## config.mk

```make
export PLATFORM = sky130hd
export DESIGN_NAME = ledr_pwm_pio
export DESIGN_NICKNAME = d
export VERILOG_FILES = /design/src/rtl/ledr_pwm_pkg.sv /design/src/rtl/ledr_pwm_ch.sv /design/src/rtl/ledr_pwm_pio.sv
export SDC_FILE = /design/constraint.sdc
export NUM_CORES = 1
export LEC_CHECK = 0
export ABC_AREA = 1
export BUFFER_PORTS_ARGS = -buffer_cell sky130_fd_sc_hd__buf_2
export CORE_MARGIN = 10
export CORE_UTILIZATION = 45
export CTS_CLUSTER_SIZE = 28
export DETAILED_ROUTE_END_ITERATION = 8
export PLACE_DENSITY = 0.74
export SKIP_LAST_GASP = 1
export SYNTH_ARGS = -nofsm -noshare
export SYNTH_HDL_FRONTEND = slang
export SYNTH_SLANG_ARGS = --single-unit
```

## constraint.sdc

```tcl
create_clock -name clk_clk -period 3.93 [get_ports clk_clk]
set_input_delay 0.393 -clock clk_clk [delete_from_list [all_inputs] [get_ports clk_clk]]
set_output_delay 0.393 -clock clk_clk [all_outputs]
set_load 0.02 [all_outputs]
```

## src/rtl/ledr_pwm_pkg.sv

```systemverilog
// Register map constants and address decode shared by the ledr_pwm_pio block.
package ledr_pwm_pkg;

    localparam logic [4:0]  ADDR_OUT       = 5'd0;
    localparam logic [4:0]  ADDR_MODE      = 5'd1;
    localparam logic [4:0]  ADDR_PRESC     = 5'd2;
    localparam logic [4:0]  ADDR_INFO      = 5'd3;
    localparam logic [4:0]  ADDR_DUTY_BASE = 5'd16;
    localparam logic [15:0] INFO_MAGIC     = 16'h1ED0;
    localparam int unsigned NUM_CH_MAX     = 16;

    typedef enum logic [2:0] {
        SEL_NONE,
        SEL_OUT,
        SEL_MODE,
        SEL_PRESC,
        SEL_INFO,
        SEL_DUTY
    } reg_sel_e;

    // DUTY slots beyond the configured channel count decode as unmapped.
    function automatic reg_sel_e decode_addr(input logic [4:0] addr, input int unsigned num_ch);
        reg_sel_e sel;
        sel = SEL_NONE;
        if (addr == ADDR_OUT)
            sel = SEL_OUT;
        else if (addr == ADDR_MODE)
            sel = SEL_MODE;
        else if (addr == ADDR_PRESC)
            sel = SEL_PRESC;
        else if (addr == ADDR_INFO)
            sel = SEL_INFO;
        else if (addr >= ADDR_DUTY_BASE && 32'(addr - ADDR_DUTY_BASE) < num_ch)
            sel = SEL_DUTY;
        return sel;
    endfunction

endpackage

```

## src/rtl/ledr_pwm_ch.sv

```systemverilog
// One LED channel: duty register, comparator, PIO/PWM mux and output flop.
// LEDR_PWM_SYNC_UPDATE_EN adds a shadow duty register applied at period end.
module ledr_pwm_ch
    import ledr_pwm_pkg::*;
#(
    parameter int unsigned PWM_BITS = 8
) (
    input  logic                clk,
    input  logic                rst,
    input  logic                duty_we,
    input  logic [PWM_BITS-1:0] duty_wdata,
    input  logic [PWM_BITS-1:0] pwm_cnt,
    input  logic                period_end,
    input  logic                pwm_mode,
    input  logic                pio_val,
    output logic [PWM_BITS-1:0] duty_rdata,
    output logic                led
);

    logic [PWM_BITS-1:0] duty_q, duty_d;
    logic                led_q, led_d;

`ifdef LEDR_PWM_SYNC_UPDATE_EN
    logic [PWM_BITS-1:0] shadow_q, shadow_d;

    // A write coinciding with period_end lands in the shadow and waits one more period.
    always_comb begin
        shadow_d = shadow_q;
        duty_d   = duty_q;
        if (duty_we)
            shadow_d = duty_wdata;
        if (period_end)
            duty_d = shadow_q;
    end

    always_ff @(posedge clk) begin
        if (rst)
            shadow_q <= '0;
        else
            shadow_q <= shadow_d;
    end

    assign duty_rdata = shadow_q;
`else
    logic unused_period_end;
    assign unused_period_end = period_end;

    always_comb begin
        duty_d = duty_q;
        if (duty_we)
            duty_d = duty_wdata;
    end

    assign duty_rdata = duty_q;
`endif

    always_comb begin
        led_d = pio_val;
        if (pwm_mode)
            led_d = (pwm_cnt < duty_q);
    end

    always_ff @(posedge clk) begin
        if (rst) begin
            duty_q <= '0;
            led_q  <= 1'b0;
        end else begin
            duty_q <= duty_d;
            led_q  <= led_d;
        end
    end

    assign led = led_q;

endmodule

```

## src/rtl/ledr_pwm_pio.sv

```systemverilog
// Avalon-MM LED PIO/PWM controller: bus decode, readback, prescaler and PWM counter.
// Optional build macro: LEDR_PWM_SYNC_UPDATE_EN (period-aligned duty updates).
module ledr_pwm_pio
    import ledr_pwm_pkg::*;
#(
    parameter int unsigned NUM_CH   = 10,
    parameter int unsigned PWM_BITS = 8,
    parameter int unsigned PRESC_W  = 16
) (
    input  logic              clk_clk,
    input  logic              reset_reset,
    input  logic [4:0]        avs_address,
    input  logic              avs_write,
    input  logic [31:0]       avs_writedata,
    input  logic              avs_read,
    output logic [31:0]       avs_readdata,
    output logic [NUM_CH-1:0] ledr_export
);

    if (NUM_CH > NUM_CH_MAX) begin : g_bad_num_ch
        $error("ledr_pwm_pio: NUM_CH exceeds NUM_CH_MAX");
    end

    reg_sel_e            sel;
    logic [NUM_CH-1:0]   out_q, out_d;
    logic [NUM_CH-1:0]   mode_q, mode_d;
    logic [PRESC_W-1:0]  presc_q, presc_d;
    logic [PRESC_W-1:0]  presc_cnt_q, presc_cnt_d;
    logic [PWM_BITS-1:0] pwm_cnt_q, pwm_cnt_d;
    logic [31:0]         rdata_q, rdata_d;
    logic                tick;
    logic                period_end;
    logic [NUM_CH-1:0]   duty_we;
    logic [NUM_CH-1:0]   led;
    logic [PWM_BITS-1:0] duty_rdata [NUM_CH];
    logic                unused_wdata;

    assign unused_wdata = ^avs_writedata;
    assign sel          = decode_addr(avs_address, NUM_CH);

    always_comb begin
        out_d   = out_q;
        mode_d  = mode_q;
        presc_d = presc_q;
        duty_we = '0;
        if (avs_write) begin
            case (sel)
                SEL_OUT:   out_d   = avs_writedata[NUM_CH-1:0];
                SEL_MODE:  mode_d  = avs_writedata[NUM_CH-1:0];
                SEL_PRESC: presc_d = avs_writedata[PRESC_W-1:0];
                SEL_DUTY: begin
                    for (int unsigned k = 0; k < NUM_CH; k++)
                        duty_we[k] = (avs_address[3:0] == 4'(k));
                end
                default: ;
            endcase
        end
    end

    // >= rather than == so lowering PRESC below the running count wraps at once.
    always_comb begin
        tick        = (presc_cnt_q >= presc_q);
        presc_cnt_d = tick ? '0 : presc_cnt_q + PRESC_W'(1);
        pwm_cnt_d   = tick ? pwm_cnt_q + PWM_BITS'(1) : pwm_cnt_q;
        period_end  = tick && (pwm_cnt_q == '1);
    end

    always_comb begin
        rdata_d = rdata_q;
        if (avs_read) begin
            rdata_d = '0;
            case (sel)
                SEL_OUT:   rdata_d = 32'(out_q);
                SEL_MODE:  rdata_d = 32'(mode_q);
                SEL_PRESC: rdata_d = 32'(presc_q);
                SEL_INFO:  rdata_d = {INFO_MAGIC, 8'(PWM_BITS), 8'(NUM_CH)};
                SEL_DUTY: begin
                    for (int unsigned k = 0; k < NUM_CH; k++)
                        if (avs_address[3:0] == 4'(k))
                            rdata_d = 32'(duty_rdata[k]);
                end
                default: ;
            endcase
        end
    end

    always_ff @(posedge clk_clk) begin
        if (reset_reset) begin
            out_q       <= '0;
            mode_q      <= '0;
            presc_q     <= '0;
            presc_cnt_q <= '0;
            pwm_cnt_q   <= '0;
            rdata_q     <= '0;
        end else begin
            out_q       <= out_d;
            mode_q      <= mode_d;
            presc_q     <= presc_d;
            presc_cnt_q <= presc_cnt_d;
            pwm_cnt_q   <= pwm_cnt_d;
            rdata_q     <= rdata_d;
        end
    end

    for (genvar k = 0; k < NUM_CH; k++) begin : g_ch
        ledr_pwm_ch #(
            .PWM_BITS(PWM_BITS)
        ) u_ch (
            .clk        (clk_clk),
            .rst        (reset_reset),
            .duty_we    (duty_we[k]),
            .duty_wdata (avs_writedata[PWM_BITS-1:0]),
            .pwm_cnt    (pwm_cnt_q),
            .period_end (period_end),
            .pwm_mode   (mode_q[k]),
            .pio_val    (out_q[k]),
            .duty_rdata (duty_rdata[k]),
            .led        (led[k])
        );
    end

    assign ledr_export  = led;
    assign avs_readdata = rdata_q;

endmodule

```

==> run metrics, run 1 <==
outcome finished, final reports clean; io pins 83; Layout fillers about 1.9k; crit-path cells inv_1 -> ha_1 -> nand4_1 -> inv_1 -> nand2_1 -> o211ai_1 -> nand2_1 -> nand3_1 -> nor2_1 -> inv_2 -> nor3b_1; number of synthesized flops with an enable pin 0; first-pass GRT wire length approximately 40000 um; starting density of the core 0.462; Setup Fix Bufs, Post-CTS 0; slowest CP cell nand3_1; Worst setup SP type flip-flop; Root Buffer clkbuf_16; number of detailed-route iterations in the first pass 5; sequential area share after synthesis 0.368; clk buf depth 2; Worst Setup End Kind flip-flop; most frequent cells in the layout 204 x a21oi_1, 186 x nand2_1, 167 x dfxtp_1; gr ovfl total 0; initial drt markers 677; share of cells above drive strength 1 0.0969; Cell Pwr Density around 380 nW/um2; die width around 160 um; vias in the first global route 7546; CP max FO 17; Final Cycle Share 0.586; flip-flop and latch count after synthesis between 150 and 200; # hold bufs at CTS 0; Max Freq around 430 MHz; Final GP Congestion just under 0.9; minimum clock period approximately 2300 ps; CP peak stage delay 340 ps; Sw Pwr approximately 1.0 mW; Fin. Hold Viols 0; Total Neg Setup Slack 0 ps; RSZ-0062 raised after global routing no; Netlist cell types 35; row count about 50; commonest non-fill, non-tap cell in the layout a21oi_1; initial antenna violation count 1; hold crit path type input port to flip-flop; IO Port Bufs 57; GRT Total Usage 0.190; Sw Ratio 0.268; fin nets around 1.4k; crit path DAT around 2700 ps; Pleak ~3.9 nW; sequential cell area between 3000 and 4000 um2; Post-synth ARST share 0; Mapped Cells between 1k and 1.5k; Die Y 162 um; Max H-tree Level 4; HPWL after detailed placement between 15000 and 20000 um; Avg Inst Size Synth roughly 7.3 um2; Maximum Capacitance Violations 0; Mapped Area about 9100 um2; largest net degree at the start of global routing 75; Syn-to-layout area delta 8.91%; CTS tree done; final setup vio count 0; Clock Latency Late Sink about 440 ps; vias per inst ~5.3; Synthesis Warnings 0; final setup margin about 1600 ps; P_int 2.73 mW; WL final roughly 25000 um; cts repair resizes 0; Final Skew 13.2 ps; clk slew on worst S/H paths 70 ps; Core ar. 19700 um2; clock share of power 0.432; Worst-Margin Slew 831 ps; Slew Limit Headroom 0.445; Multi-input gate area 4670 um2; CTS Sinks roughly 170; Crit path max-delay family simple AND/OR/NAND/NOR gates; ys flop type dfxtp_1; Max Slew Vio Count 0; critical path data required time about 4300 ps; Comb power frac 0.099; Num CTS Buffers 17; routed vias just over 8k; ANT nets after route 0; Crit Path Class flip-flop to flip-flop; die area around 26000 um2; hold slack final roughly 230 ps; Seq pwr share 0.469; peak supply drop between 0.2 and 0.3 mV; drt drc 0; WP buf/inv 3; fin util 0.503; Post-Place Worst Slack between 1000 and 1500 ps; WL/cell ~16 um
-- cell families (layout without fill, tap and decap cells) --
kind of cell | Yosys count | in the layout | share of synthesized area
AOI/OAI and AO/OA | 384 | 384 | 0.223
and+or+nand+nor | 339 | 339 | 0.161
buffers and inverters | 250 | 266 | 0.120
DFF | 167 | 167 | 0.368
adders and majority gates | 88 | 88 | 0.121
xor gates and xnor gates | 6 | 6 | 0.00579
other | 1 | 10 | 0.000413
-- sequential cells by signal (all words and copies together), names as in the netlist --
| name | count |
|---|---|
| avs_readdata | 17 |
| pwm_cnt_q | 8 |
| g_ch.u_ch.duty_rdata | 80 |
| mode_q | 10 |
| presc_q | 16 |
| g_ch.u_ch.led | 10 |
| presc_cnt_q | 16 |
| out_q | 10 |
-- layer usage --
metal,share of wire,GRT usage,wire length (um)
met1,0.44,0.235,11000
met3,0.056,0.0374,1400
met4,0.029,0.0889,726
met2,0.47,0.312,11800
met5,0,0,0
-- power groups by stage --
stage               logic (mW)  clock network, mW  registers, mW
floorplan                0.273                  0           1.77
global placement         0.352                  0           1.79
detailed placement       0.362                  0           1.79
CTS                      0.367               1.63           1.75
global route             0.426               1.70           1.75
finish                   0.370               1.61           1.75
-- final timing paths --
path,start,end,slack [ps],cells after the start
hold reg to reg,avs_readdata[2]$_SDFFE_PP0P_,avs_readdata[2]$_SDFFE_PP0P_,460,2
hold / removal,avs_writedata[13],presc_q[13]$_SDFFE_PP0P_,230,3
setup reg to reg,presc_q[6]$_SDFFE_PP0P_,presc_cnt_q[11]$_SDFF_PP0_,1630,11
setup / recovery,presc_q[6]$_SDFFE_PP0P_,presc_cnt_q[11]$_SDFF_PP0_,1630,11
-- through the flow --
stage          instances  area, um2  power, mW
5_1_grt             1525       9880       3.88
4_1_cts             1524       9880       3.75
6_report            1525       9880       3.73
3_5_place_dp        1492       9320       2.15
2_1_floorplan       1243       9100       2.04
3_3_place_gp        1492       9320       2.14
-- area by class of cell --
cell class                 instances  area share
antenna                            1    0.000253
clock inverter                    13      0.0123
multi-input combinational        826       0.473
sequential                       167       0.338
inverter                         175      0.0665
tap                              265      0.0336
timing repair buffer              59      0.0317
clock buffer                      19      0.0448
-- worst min-delay path: cells and delay by family --
kind | cells | cell delay [ps]
compound gates | 2 | 170
buf+inv | 1 | 70
-- cell usage after synthesis (4+ instances only) --
| cell type | number | area [um2] |
|---|---|---|
| o21ai_1 | 7 | 35.0 |
| nand2_1 | 186 | 698 |
| nand4_1 | 22 | 138 |
| nor2_2 | 8 | 50.1 |
| nand2_2 | 5 | 31.3 |
| clkbuf_1 | 29 | 109 |
| o22ai_1 | 8 | 50.1 |
| nand3_1 | 27 | 135 |
| inv_2 | 8 | 30.0 |
| a21oi_1 | 204 | 1020 |
| o2111ai_1 | 7 | 61.3 |
| nor2_1 | 77 | 289 |
| inv_1 | 164 | 616 |
| buf_2 | 7 | 35.0 |
| nor3_1 | 5 | 25.0 |
| ha_1 | 88 | 1100 |
| o211ai_1 | 8 | 60.1 |
| dfxtp_1 | 167 | 3340 |
| buf_4 | 36 | 270 |
| o21a_1 | 7 | 52.6 |
| nor2_4 | 4 | 45.0 |
| o21ai_0 | 133 | 666 |
| a21oi_2 | 4 | 35.0 |
Note: power is estimated with default switching activity, not from simulation.
==> inputs of run 2 (changes only) <==
==> constraint.sdc (replaced) <==
create_clock -name clk_clk -period 2.3 [get_ports clk_clk]
set_input_delay 0.23 -clock clk_clk [delete_from_list [all_inputs] [get_ports clk_clk]]
set_output_delay 0.23 -clock clk_clk [all_outputs]
set_load 0.02 [all_outputs]
==> run 2 against run 1 <==
  * Worst setup slack worse by 1300 ps
  * Final area is 1.8% higher
  * Total power increased by 79%
  * Critical path type unchanged
  * Largest cell class unchanged
==> run metrics, run 2 (synthesis results as in run 1) <==
outcome finished, final reports clean (unchanged); commonest non-fill, non-tap cell in the layout a21oi_1 (unchanged); # hold bufs at CTS 0 (unchanged); Largest register FFs 80 (unchanged); Sw Ratio 0.262 (was 0.268); Clock Latency Late Sink 440 ps (about the same); row count 51 (unchanged); most frequent cells in the layout 204 x a21oi_1, 186 x nand2_1, 167 x dfxtp_1 (unchanged); first-pass GRT wire length 39600 um (was 39900 um); critical path data required time 2620 ps (was 4290 ps); final setup vio count 0 (unchanged); CP max FO 7 (was 17); Maximum Capacitance Violations 0 (unchanged); Crit path max-delay family compound AO/OA/AOI/OAI gates (was simple AND/OR/NAND/NOR gates); io pins 83 (unchanged); Root Buffer clkbuf_16 (unchanged); Hold Crit Start avs_writedata[8] (was avs_writedata[13]); Slew Limit Headroom 0.561 (was 0.445); Seq pwr share 0.444 (was 0.469); share of cells above drive strength 1 0.110 (was 0.0969); Sw Pwr 1.74 mW (was 1.00 mW); vias per inst 5.30 (was 5.33); uppermost routed layer met4 (unchanged); routed vias 8179 (was 8130); met2 WL post-DR 11400 um (was 11800 um); die area 26200 um2 (unchanged); cts repair resizes 0 (unchanged); Worst-Margin Slew 657 ps (was 831 ps); largest net degree at the start of global routing 69 (was 75); CTS Sinks 167 (unchanged); crit-path cells ha_1 -> a21oi_1 -> nand2_1 -> a21oi_1 -> nor2_1 -> nor2_1 -> o21ai_0 -> a21oi_1 (was inv_1 -> ha_1 -> nand4_1 -> inv_1 -> nand2_1 -> o211ai_1 -> nand2_1 -> nand3_1 -> nor2_1 -> inv_2 -> nor3b_1); IO Port Bufs 57 (unchanged); drt drc 0 (unchanged); Worst setup SP type flip-flop (unchanged); FF-to-FF End g_ch[3].u_ch.led$_SDFF_PP0_ (was presc_cnt_q[11]$_SDFF_PP0_); clk buf depth 2 (unchanged); Worst Setup End Kind flip-flop (unchanged); Worst path most repeated cell a21oi_1; met3 wire length 1690 um (was 1400 um); Core ar. 19700 um2 (unchanged); Final GP Congestion 0.902 (was 0.882); fin util 0.512 (was 0.503); clk slew on worst S/H paths 70 ps (about the same); gr ovfl total 0 (unchanged); Die Y 162 um (unchanged); crit path DAT 2280 ps (was 2660 ps); CTS tree done (unchanged); WL final 24900 um (about the same); Total Neg Setup Slack 0 ps (unchanged); HPWL after detailed placement 17600 um (was 17300 um); peak supply drop 0.467 mV (was 0.280 mV); WL/cell 16.1 um (was 16.3 um); Comb power frac 0.104 (was 0.099); Crit Path Class flip-flop to flip-flop (unchanged); number of detailed-route iterations in the first pass 5 (unchanged); Max Slew Vio Count 0 (unchanged); Fin. Hold Viols 0 (unchanged); Max H-tree Level 4 (unchanged); minimum clock period 1960 ps (was 2300 ps); fin nets 1394 (was 1375); WHS Endpoint out_q[8]$_SDFFE_PP0P_ (was presc_q[13]$_SDFFE_PP0P_); Num CTS Buffers 17 (unchanged); CP peak stage delay 600 ps (was 340 ps); Cell Pwr Density 663 nW/um2 (was 378 nW/um2); slowest CP cell dfxtp_1 (was nand3_1); Final Skew 8.67 ps (was 13.2 ps); Final Cycle Share 0.851 (was 0.586); WP buf/inv 0 (was 3); Max Freq 511 MHz (was 434 MHz); clock share of power 0.452 (was 0.432); vias in the first global route 7674 (was 7546); Reg2Reg Setup Slack 340 ps (was 1630 ps); die width 162 um (unchanged); Pleak 4.05 nW (was 3.94 nW); Setup Fix Bufs, Post-CTS 0 (unchanged); P_int 4.93 mW (was 2.73 mW); starting density of the core 0.462 (unchanged); Layout fillers 1960 (was 1936); Register-to-Register Path Depth 8 (was 11); RSZ-0062 raised after global routing no (unchanged); worst hold path stage count 3 (unchanged); GRT Total Usage 0.189 (was 0.190); initial antenna violation count 1 (unchanged); initial drt markers 601 (was 677); hold crit path type input port to flip-flop (unchanged); Syn-to-layout area delta 10.9% (was 8.91%); reg2reg start pwm_cnt_q[3]$_SDFFE_PP0P_ (was presc_q[6]$_SDFFE_PP0P_); M1 wire length 10800 um (was 11000 um); ANT nets after route 0 (unchanged)
run 2: cell count changes in the layout (fill, tap and decap cells not counted):
cell / delta
buf_4: +20
clkinv_2: -3
bufinv_16: +2
inv_6: +1
clkinv_4: -1
clkbuf_1: +1
buf_12: -1
run 2: through the flow:
stage	cells	setup slack [ps]	total power, mW	cell area, um2	hold slack [ps]
2_1_floorplan	1243	592	3.49	9100	365
3_3_place_gp	1511	297	3.69	9450	448
3_5_place_dp	1511	268	3.71	9450	451
4_1_cts	1543	351	6.69	10100	57.7
5_1_grt	1544	96.7	6.89	10100	83.9
6_report	1544	343	6.67	10100	63.6
run 2: worst reg2reg max path, stage by stage, from the launching register on:
cell	delay, ps
dfxtp_1	600
ha_1	340
a21oi_1	130
nand2_1	70
a21oi_1	140
nor2_1	60
nor2_1	120
o21ai_0	100
a21oi_1	300
run 2: how the worst max path moves through the flow:
stage | from | endpoint | cells past startpoint | slack, ps
3_3_place_gp | avs_address[3] | avs_readdata[14]$_SDFFE_PP0P_ | 10 | 300
2_1_floorplan | presc_q[15]$_SDFFE_PP0P_ | presc_cnt_q[15]$_SDFF_PP0_ | 12 | 590
3_5_place_dp | avs_address[3] | avs_readdata[14]$_SDFFE_PP0P_ | 10 | 270
6_report | pwm_cnt_q[3]$_SDFFE_PP0P_ | g_ch[3].u_ch.led$_SDFF_PP0_ | 8 | 340
5_1_grt | presc_q[3]$_SDFFE_PP0P_ | presc_cnt_q[9]$_SDFF_PP0_ | 11 | 100
4_1_cts | presc_q[15]$_SDFFE_PP0P_ | pwm_cnt_q[2]$_SDFFE_PP0P_ | 11 | 350
run 2: cell type report:
class / count / area [um2] / area share
multi-input cells: 826 / 4670 / 0.464
flip-flops and latches: 167 / 3340 / 0.332
clock inverters: 12 / 166 / 0.0165
clock buffers: 20 / 447 / 0.0444
well taps: 265 / 332 / 0.0330
inverters: 175 / 657 / 0.0653
diodes: 1 / 2.50 / 0.000249
repair buffers: 78 / 443 / 0.0440
run 2: power by group through the flow:
stage | Combinational [mW] | Clock (mW) | Sequential [mW]
final | 0.692 | 3.01 | 2.96
after global routing | 0.781 | 3.14 | 2.97
after CTS | 0.686 | 3.04 | 2.96
after detailed placement | 0.679 | 0 | 3.03
after floorplan | 0.466 | 0 | 3.02
after global placement | 0.663 | 0 | 3.03
run 2: routing by layer:
layer,GRT usage,vias up
met5,0,-
met4,0.0914,0
met3,0.0349,63
met2,0.306,270
met1,0.236,3706
li1,-,4140
